### config.mk
export PLATFORM = sky130hd
export DESIGN_NAME = req_encoder16
export DESIGN_NICKNAME = d
export VERILOG_FILES = /design/src/rtl/req_encoder16_pkg.sv /design/src/rtl/req_encoder16_prio_enc16.sv /design/src/rtl/req_encoder16.sv
export SDC_FILE = /design/constraint.sdc
export NUM_CORES = 1
export LEC_CHECK = 0
export BUFFER_PORTS_ARGS = -buffer_cell sky130_fd_sc_hd__buf_2
export CORE_MARGIN = 5
export CORE_UTILIZATION = 55
export CTS_CLUSTER_SIZE = 28
export DETAILED_ROUTE_END_ITERATION = 12
export PLACE_DENSITY = 0.81
export REMOVE_ABC_BUFFERS = 1
export SYNTH_ARGS = -nofsm -noshare
export SYNTH_HDL_FRONTEND = slang
export SYNTH_HIERARCHICAL = 1
export SYNTH_SLANG_ARGS = --single-unit
### constraint.sdc
create_clock -name clk -period 5.53 [get_ports clk]
set_input_delay 1.3825 -clock clk [delete_from_list [all_inputs] [get_ports clk]]
set_output_delay 1.3825 -clock clk [all_outputs]
set_load 0.02 [all_outputs]
### src/rtl/req_encoder16_pkg.sv
// enc_pkg: shared state type, widths and popcount helper for req_encoder16.
// Latency: n/a (declarations only).
// Backpressure: n/a.
package enc_pkg;

   localparam int ENC_N      = 16;
   localparam int ENC_CODE_W = 4;

   typedef enum logic [0:0] {
      IDLE  = 1'b0,
      DRAIN = 1'b1
   } enc_state_t;

   // Number of set bits in a request vector (16 for all-ones, hence CODE_W+1 bits).
   function automatic logic [ENC_CODE_W:0] popcount16(input logic [ENC_N-1:0] v);
      logic [ENC_CODE_W:0] cnt;
      cnt = '0;
      for (int i = 0; i < ENC_N; i++) begin
         cnt = cnt + {{ENC_CODE_W{1'b0}}, v[i]};
      end
      return cnt;
   endfunction

endpackage

### src/rtl/req_encoder16_prio_enc16.sv
// prio_enc16: combinational lowest-set-bit encoder with any/one-hot flags.
// Latency: zero (purely combinational).
// Backpressure: none; output follows vec.
module prio_enc16
   import enc_pkg::*;
(
   input  logic [ENC_N-1:0]      vec,
   output logic [ENC_CODE_W-1:0] code,
   output logic                  any,
   output logic                  one_hot
);

   // Scan from the top down so the lowest set index is the last one written.
   always_comb begin
      code = '0;
      for (int i = ENC_N - 1; i >= 0; i--) begin
         if (vec[i]) begin
            code = ENC_CODE_W'(i);
         end
      end
   end

   assign any     = |vec;
   assign one_hot = any && ((vec & (vec - {{(ENC_N-1){1'b0}}, 1'b1})) == '0);

endmodule

### src/rtl/req_encoder16.sv
// req_encoder16: captures a multi-hot vector, emits each set index lowest-first.
// Latency: first code valid the cycle after accept; one code per cycle; one dead cycle between vectors.
// Backpressure: out_ready low holds out_code/out_valid; in_ready low while draining; en low freezes all.
// Optional ENC_COUNT_EN adds the 'remaining' output (codes still to be emitted).
module req_encoder16
   import enc_pkg::*;
(
   input  logic                  clk,
   input  logic                  rst_n,
   input  logic                  en,
   input  logic                  in_valid,
   output logic                  in_ready,
   input  logic [ENC_N-1:0]      in_vec,
   output logic                  out_valid,
   input  logic                  out_ready,
   output logic [ENC_CODE_W-1:0] out_code,
   output logic                  out_last,
   output logic                  zero_vec,
`ifdef ENC_COUNT_EN
   output logic [ENC_CODE_W:0]   remaining,
`endif
   output logic                  busy
);

   enc_state_t        state_q, state_d;
   logic [ENC_N-1:0]  pend_q, pend_d;
   logic              zero_vec_q, zero_vec_d;
   logic              pend_any;
   logic              pend_one;
   logic              accept;
   logic              out_hs;

   prio_enc16 u_prio (
      .vec     (pend_q),
      .code    (out_code),
      .any     (pend_any),
      .one_hot (pend_one)
   );

   // rst_n gates in_ready so nothing can be accepted while reset is held.
   assign in_ready  = en && rst_n && (state_q == IDLE);
   assign out_valid = en && (state_q == DRAIN) && pend_any;
   assign out_last  = pend_one;
   assign busy      = (state_q == DRAIN);
   assign zero_vec  = zero_vec_q;
   assign accept    = in_valid && in_ready;
   assign out_hs    = out_valid && out_ready;

   // Next-state: load on accept, strip the lowest bit on each output handshake.
   always_comb begin
      state_d    = state_q;
      pend_d     = pend_q;
      zero_vec_d = 1'b0;
      case (state_q)
         IDLE: begin
            if (accept) begin
               if (in_vec != '0) begin
                  pend_d  = in_vec;
                  state_d = DRAIN;
               end else begin
                  zero_vec_d = 1'b1;
               end
            end
         end
         DRAIN: begin
            if (out_hs) begin
               pend_d = pend_q & (pend_q - {{(ENC_N-1){1'b0}}, 1'b1});
               if (pend_one) begin
                  state_d = IDLE;
               end
            end
         end
         default: begin
            state_d = IDLE;
            pend_d  = '0;
         end
      endcase
   end

   // State registers; reset drops any pending work immediately.
   always_ff @(posedge clk or negedge rst_n) begin
      if (!rst_n) begin
         state_q    <= IDLE;
         pend_q     <= '0;
         zero_vec_q <= 1'b0;
      end else begin
         state_q    <= state_d;
         pend_q     <= pend_d;
         zero_vec_q <= zero_vec_d;
      end
   end

`ifdef ENC_COUNT_EN
   logic [ENC_CODE_W:0] remaining_q, remaining_d;

   // Remaining-code counter: popcount on accept, minus one per handshake.
   always_comb begin
      remaining_d = remaining_q;
      if (accept) begin
         remaining_d = popcount16(in_vec);
      end else if (out_hs) begin
         remaining_d = remaining_q - {{ENC_CODE_W{1'b0}}, 1'b1};
      end
   end

   // Counter register.
   always_ff @(posedge clk or negedge rst_n) begin
      if (!rst_n) begin
         remaining_q <= '0;
      end else begin
         remaining_q <= remaining_d;
      end
   end

   assign remaining = remaining_q;
`endif

endmodule

# --- After elaboration in Yosys (flattened, before gate mapping) ---
# Cells that the tools add are included.
word_totals:
  ff_bits: 18
  in_bits: 21
classes:
  n_eq_ne: 3
  bitwise_logic: 2
  addsub: 1
  reduce_logical: 11
  muxes: 28
op_table:
  columns: ["operator", "count"]
  rows:
  - ["$mux W4", 16]
  - ["$mux W16", 3]
  - ["$pmux W16 S2", 1]
  - ["$and A16 B16 Y16", 1]
  - ["$logic_not A16 Y1", 1]
  - ["$reduce_bool A16 Y1", 1]
  - ["$reduce_or A16 Y1", 1]
  - ["$sub A16 B1 Y16 const B", 1]
  - ["$logic_and A1 B1 Y1", 7]
  - ["$mux W1", 7]
  - ["$ne A2 B1 Y1 const B", 2]
  - ["$reduce_and A3 Y1", 1]
  - ["$ne A2 B2 Y1 const B", 1]
  - ["$pmux W1 S2", 1]
  - ["$not A1 Y1", 1]

# --- Longest topological paths before layout ---
# Gate-level depths: netlist of the first run.
logic_depth:
  ltp_word: 16
  mapped_depth: 8

# --- Cells and area by module ---
# Netlist of the first run, hierarchy kept.
by_module_without_submodules:
  columns: ["mod", "instances", "area_per_inst_um2", "cells_each"]
  rows:
  - ["req_encoder16", 1, 1013.5, 94]
  - ["prio_enc16", 1, 327.8, 51]

# --- Worst setup path before layout of the first run ---
# No wires, ideal clock.
synth_timing:
  path_type: "flip-flop to output port"
  startpoint: "register pend_q[7]"
  endpoint: "output port out_last"
  path_slack_ps: 2453
  path_buffers: 0
  arrival_time_ps: 1695
  path_stages_with_launch: 6
  cell_sequence: "dfrtp_1 -> nor4_4 -> nand2_2 -> o41ai_2 -> nor2_1 -> nor4_2"
synth_between:
  elab_chain_cells: 4
  elab_cells_between_ends: 5
synth_lines:
  columns: ["element", "line_no", "rtl"]
  rows:
  - ["start: declaration", "req_encoder16.sv:26", "logic [ENC_N-1:0] pend_q, pend_d;"]
  - ["start signal: assignment", "req_encoder16.sv:88", "pend_q <= pend_d;"]
  - ["$sub A16 B1 Y16", "req_encoder16_prio_enc16.sv:24", "assign one_hot = any && ((vec & (vec - {{(ENC_N-1){1'b0}}, 1'b1})) == '0);"]
  - ["$and A16 B16 Y16", "req_encoder16_prio_enc16.sv:24", null]
  - ["$logic_not A16 Y1", "req_encoder16_prio_enc16.sv:24", null]
  - ["$logic_and A1 B1 Y1 *", "req_encoder16_prio_enc16.sv:24", null]
  - ["end: declaration", "req_encoder16.sv:17", "output logic out_last,"]
# Mark *: on every way between the ends. The rest lies on a longest branch, timed or not.

# --- Final worst setup path of the first run ---
layout_timing:
  startpoint: "register pend_q[3]"
  endpoint: "output port out_last"
# Same word-level chain as after synthesis.

==> results of run 1 <==
==> worst paths after layout <==
check / from / endpoint / slack, ns
worst max-delay path: pend_q[3] / out_last / 1.88
worst min-delay path: pend_q[15] / pend_q[15] / 0.63
worst max register to register: busy / pend_q[6] / 3.14
worst min register to register: pend_q[15] / pend_q[15] / 0.63
max in group asynchronous: rst_n / busy / 4.19
min in group asynchronous: rst_n / pend_q[2] / 1.03
==> synthesized netlist by cell type (3+ instances only) <==
cell type / number / area, um^2
nor2_1: 12 / 45.04
a221o_1: 3 / 30.03
nor4_2: 3 / 37.54
dfrtp_1: 18 / 450.4
a21oi_1: 6 / 30.03
o21ai_0: 13 / 65.06
nor4_1: 7 / 43.79
a211oi_1: 3 / 22.52
nand3_1: 8 / 40.04
nand2_1: 7 / 26.28
nor3_1: 3 / 15.01
o211ai_1: 6 / 45.04
inv_1: 4 / 15.01
or3_1: 4 / 25.02
a22o_1: 5 / 43.79
==> cell type report <==
| type | count | area share |
|---|---|---|
| Clock buffer | 4 | 0.02399 |
| Inverter | 4 | 0.009926 |
| Multi-Input combinational cell | 118 | 0.5492 |
| Sequential cell | 18 | 0.2978 |
| Tap cell | 28 | 0.02316 |
| Timing Repair Buffer | 29 | 0.09595 |
==> worst max-delay path, delay by kind of cell, from the launching register on <==
| family | cells | cell delay [ns] |
|---|---|---|
| compound gates | 1 | 0.21 |
| buf+inv | 1 | 0.24 |
| flops | 1 | 0.52 |
| simple gates | 4 | 1.01 |
==> power by group <==
part,switching [W],internal (W)
combinational,0.000224,0.000194
clock,0.0000402,0.0000401
sequential,0.000113,0.000166
total,0.000376,0.000400
==> registers in the layout, indices dropped and copies added (netlist names) <==
| name | flops |
|---|---|
| busy | 1 |
| zero_vec | 1 |
| pend_q | 16 |
==> per-layer routing <==
layer / vias up / part of all wire / global-route usage
li1: 643 / - / -
met1: 640 / 0.42 / 0.2884
met2: 73 / 0.49 / 0.3339
met3: 0 / 0.094 / 0.01743
met4: 0 / 0 / 0.05825
met5: - / 0 / 0
==> kinds of logic (layout without fill, tap and decap cells) <==
logic type / after synthesis / in the layout / synth area share
compound gates: 54 / 54 / 0.2901
buf+inv: 9 / 37 / 0.04477
simple gates: 61 / 61 / 0.3060
mux: 2 / 2 / 0.01679
xor+xnor: 1 / 1 / 0.006531
flops: 18 / 18 / 0.3358
==> placed cells by master, fill, tap and decap left out, drive strengths merged, types with 3 or more instances in the layout <==
cell type | Yosys | layout
buf | 3 | 29
inv | 4 | 4
a21oi | 6 | 6
nor3 | 3 | 3
nand2 | 8 | 8
or3 | 4 | 4
dfrtp | 18 | 18
nand3 | 8 | 8
clkbuf | 2 | 4
o21ai | 13 | 13
o211ai | 6 | 6
a211oi | 3 | 3
nor2 | 12 | 12
a22o | 5 | 5
nor4 | 12 | 12
a221o | 3 | 3
==> stage by stage <==
stage	area, um^2	hold slack (ns)
2_1_floorplan	1296	0.5499
3_3_place_gp	1476	0.5769
3_5_place_dp	1476	0.5977
4_1_cts	1513	0.6213
5_1_grt	1513	0.6448
6_report	1513	0.6277
==> run summary, run 1 <==
Peak supply drop: 0.3883 mV
Layout Nets: 195
Num CTS Buffers: 3
Global route overflow: 0
Worst-path clk slew: 0.10 ns
ANT cells: 0
Residual DRC count: 0
Power per standard cell area: 513.3 nW/um^2
Post-synth cell types: 49
Hold Crit Depth: 1
Worst hold path class: flop to flop
Post-DRT Antenna Nets: 0
CP Data Required Time: 4.15 ns
LEAKAGE: 0.6397 nW
DR pass1 iterations: 4
P&R area growth vs syn: 12.78%
Critical path peak fanout: 9
Maximum clock rate: 273.8 MHz
Footprint of the multi-input gates: 830.8 um^2
Max-cap violations: 0
Initial antenna violation count: 0
CTS tree: yes
Die area: 3527 um^2
Setup Crit Path Kind: flop to primary output
Final worst slack: 1.878 ns
Final TNS setup: 0 ns
Worst reg-to-reg path cell count: 4
H-tree level count: 1
# clock sinks: 18
Vias in the first global route: 1,181
Crit path cell chain: nor4_4 -> nand2_2 -> o41ai_2 -> nor2_1 -> nor4_2 -> buf_2
Final setup violation count: 0
DR vias/cell: 6.746
Placed Cells: 197
Die height: 59.39 um
Total track usage: 0.2051
RSZ-0062 raised after global routing: no
Worst Max-Slew Pin Slew: 0.6709 ns
Fill cells: 188
Syn avg cell area: 9.250 um^2
Cts repair resizes: 0
CP endpoint kind: primary output
Largest net degree at the start of global routing: 23
Final Skew: 0.001670 ns
Final worst-path cycle share: 0.6605
Core Footprint: 2276 um^2
Synth warnings: 6
Worst-case clock buffer depth: 2
Final Hold Viols: 0
Setup crit start kind: flop
Arr. time, crit path: 2.27 ns
Ys async rst share: 1.000
Setup Buffers After CTS: 0
Register area share after synthesis: 0.3358
Initial Utilization: 0.5893
Clock Latency Late Sink: 0.29 ns
DRT Wirelength: 3596 um
Post-synth EDFFs: 0
Total Power: 0.0007765 W
Fin cells: 201
First-pass GRT wire length: 5589 um
Pins Over Slew Limit: 0
Final Util: 0.6647
Mapped Area: 1341 um^2
IO Count: 30
Pre-CTS setup slack: 1.992 ns
PortBufs: 29
Number of DRC markers in iteration 0: 132
WL/cell: 17.89 um
DPL Wire Length: 2577 um
Synth Flop Type: dfrtp_1
Final Wtd Congestion: 0.8463
Sequential cell area: 450.4 um^2
Cell count after synthesis: 145
Slew headroom: 0.5528
Hold-fix buffers, CTS: 0
Width of the die: 59.39 um
Detailed-route via count: 1,356
Outcome: finished, final reports clean
Row count: 17
Crit-path slowest cell: dfrtp_1
Layout cells sized above 1: 0.2659
Minimum clock period: 3.652 ns
Peak per-stage delay on the critical path: 0.52 ns
Root buf cell: clkbuf_4
Synth Register Bits: 18
No activity file was read; power rests on OpenSTA's default activity.
==> run 2: changes to the inputs <==
- CORE_UTILIZATION: 55 -> 53
- PLACE_DENSITY: 0.81 -> 0.78
- clock period: 5.53 -> 3.5 ns (I/O delays scaled with it)
==> run 2 against run 1 <==
Sequential share of layout area decreased by 0.34 points; total power increased by 59%; critical endpoint unchanged; via count fell by 1.8%; utilization decreased by 4.1 points; highest routed layer is now met4; critical path depth did not move.
==> run summary, run 2 (synthesis results as in run 1) <==
Outcome: finished, final reports clean
# clock sinks: 18 (unchanged)
Final Util: 0.6233 (-0.04131)
Critical path peak fanout: 9 (unchanged)
Placed Cells: 201 (+2.0%)
Peak supply drop: 0.4430 mV (+14%)
Layout cells sized above 1: 0.2743 (+0.008390)
Maximum clock rate: 325.7 MHz
DPL Wire Length: 2556 um (-0.83%)
Root buf cell: clkbuf_4
Final TNS setup: 0 ns (unchanged)
Minimum clock period: 3.070 ns
Initial Utilization: 0.5464 (-0.04295)
Cts repair resizes: 0 (unchanged)
Pins Over Slew Limit: 0 (unchanged)
IO Count: 30 (unchanged)
Footprint of the multi-input gates: 830.8 um^2 (unchanged)
Layout Nets: 197 (+1.0%)
Core Footprint: 2455 um^2 (+7.9%)
Setup Crit Path Kind: flop to primary output
DRT Wirelength: 3500 um (-2.7%)
Most flops, register: pend_q
Final Wtd Congestion: 0.8107 (-4.2%)
P&R area growth vs syn: 14.09%
Sequential cell area: 450.4 um^2 (unchanged)
Hold WS: 0.5507 ns (-0.07704 ns)
CTS tree: yes
Initial antenna violation count: 0 (unchanged)
Power per standard cell area: 804.8 nW/um^2 (+57%)
Largest net degree at the start of global routing: 23 (unchanged)
Max reg flops: 16 (unchanged)
LEAKAGE: 0.6487 nW (+1.4%)
Setup Buffers After CTS: 0 (unchanged)
Worst Max-Slew Pin Slew: 0.6463 ns (-0.02453 ns)
H-tree level count: 1 (unchanged)
Width of the die: 60.31 um (+1.5%)
Most frequent cells in the layout: buf_2, dfrtp_1, o21ai_0
Num CTS Buffers: 3 (unchanged)
Row count: 18 (+1)
Vias in the first global route: 1,181 (unchanged)
DR pass1 iterations: 4 (unchanged)
Leading cell type in the layout, fill and taps excluded: buf_2
Final setup violation count: 0 (unchanged)
Number of DRC markers in iteration 0: 106 (-20%)
Crit-path slowest cell: dfrtp_1
ANT cells: 0 (unchanged)
PortBufs: 29 (unchanged)
Fin cells: 205 (+2.0%)
Final worst-path cycle share: 0.8773
Delay-heaviest family, CP: simple AND/OR/NAND/NOR gates
Slew headroom: 0.5691 (+0.01636)
Setup crit start kind: flop
Hold-fix buffers, CTS: 0 (unchanged)
Die height: 60.31 um (+1.5%)
Worst-case clock buffer depth: 2 (unchanged)
First-pass GRT wire length: 5568 um (-0.38%)
CP endpoint kind: primary output
Peak per-stage delay on the critical path: 0.51 ns (about the same)
Die area: 3637 um^2 (+3.1%)
DR vias/cell: 6.493 (-3.8%)
Clock Latency Late Sink: 0.31 ns (+0.02 ns)
Final Hold Viols: 0 (unchanged)
WL/cell: 17.07 um (-4.6%)
Fill cells: 221 (+18%)
Residual DRC count: 0 (unchanged)
Arr. time, crit path: 2.20 ns (-0.07 ns)
Post-DRT Antenna Nets: 0 (unchanged)
CP Data Required Time: 2.62 ns (-1.53 ns)
Crit path cell chain: nor4_4 -> nand2_2 -> o41ai_2 -> nor2_1 -> nor4_2 -> buf_2
WP buf/inv: 1 (unchanged)
Worst-path clk slew: 0.12 ns (+0.02 ns)
Max-cap violations: 0 (unchanged)
Detailed-route via count: 1,331 (-1.8%)
RSZ-0062 raised after global routing: no
Global route overflow: 0 (unchanged)
Final Skew: 0.007873 ns (+0.006204 ns)
Total track usage: 0.2053 (about the same)
Worst hold path class: input port to async pin
==> run 2: cell types whose count changed in the layout (fill, tap and decap cells not counted) <==
cell,change
buf_4,+2
==> run 2: worst paths after layout <==
| check | startpoint | end | slack, ns | cells after the start |
|---|---|---|---|---|
| max | pend_q[3] | out_last | 0.43 | 6 |
| min | rst_n | pend_q[2] | 0.55 | 2 |
| max reg2reg | busy | pend_q[6] | 1.07 | 4 |
| min reg2reg | pend_q[15] | pend_q[15] | 0.62 | 1 |
| max in group asynchronous | rst_n | pend_q[15] | 2.75 | 2 |
| min in group clk | pend_q[15] | pend_q[15] | 0.62 | 1 |
==> run 2: area by class of cell <==
type                       count  share of cell area
sequential                    18              0.2944
multi-input combinational    118              0.5429
clock buffer                   4             0.02371
tap                           30             0.02453
inverter                       4            0.009812
timing repair buffer          31              0.1047
==> run 2: per-stage QoR <==
stage,worst slack [ns],total power [W],area (um^2)
3_5_place_dp,0.8242,0.001088,1494
3_3_place_gp,0.9189,0.001069,1494
4_1_cts,0.4829,0.001221,1530
2_1_floorplan,0.9302,0.0008970,1296
5_1_grt,0.3191,0.001320,1530
6_report,0.4296,0.001232,1530
==> run 2: layer usage <==
metal  wire [um]  vias to the layer above  GRT usage
li1            -                      647          -
met1        1567                      621     0.2764
met2        1628                       58     0.3133
met3         260                        5    0.04752
met4          44                        0    0.09177
met5           0                        -          0
==> run 2: power breakdown <==
group	internal [W]	leakage, nW	switching (W)
logic	0.000307	0.403	0.000353
clock network	0.0000635	0.0210	0.0000726
registers	0.000262	0.224	0.000173
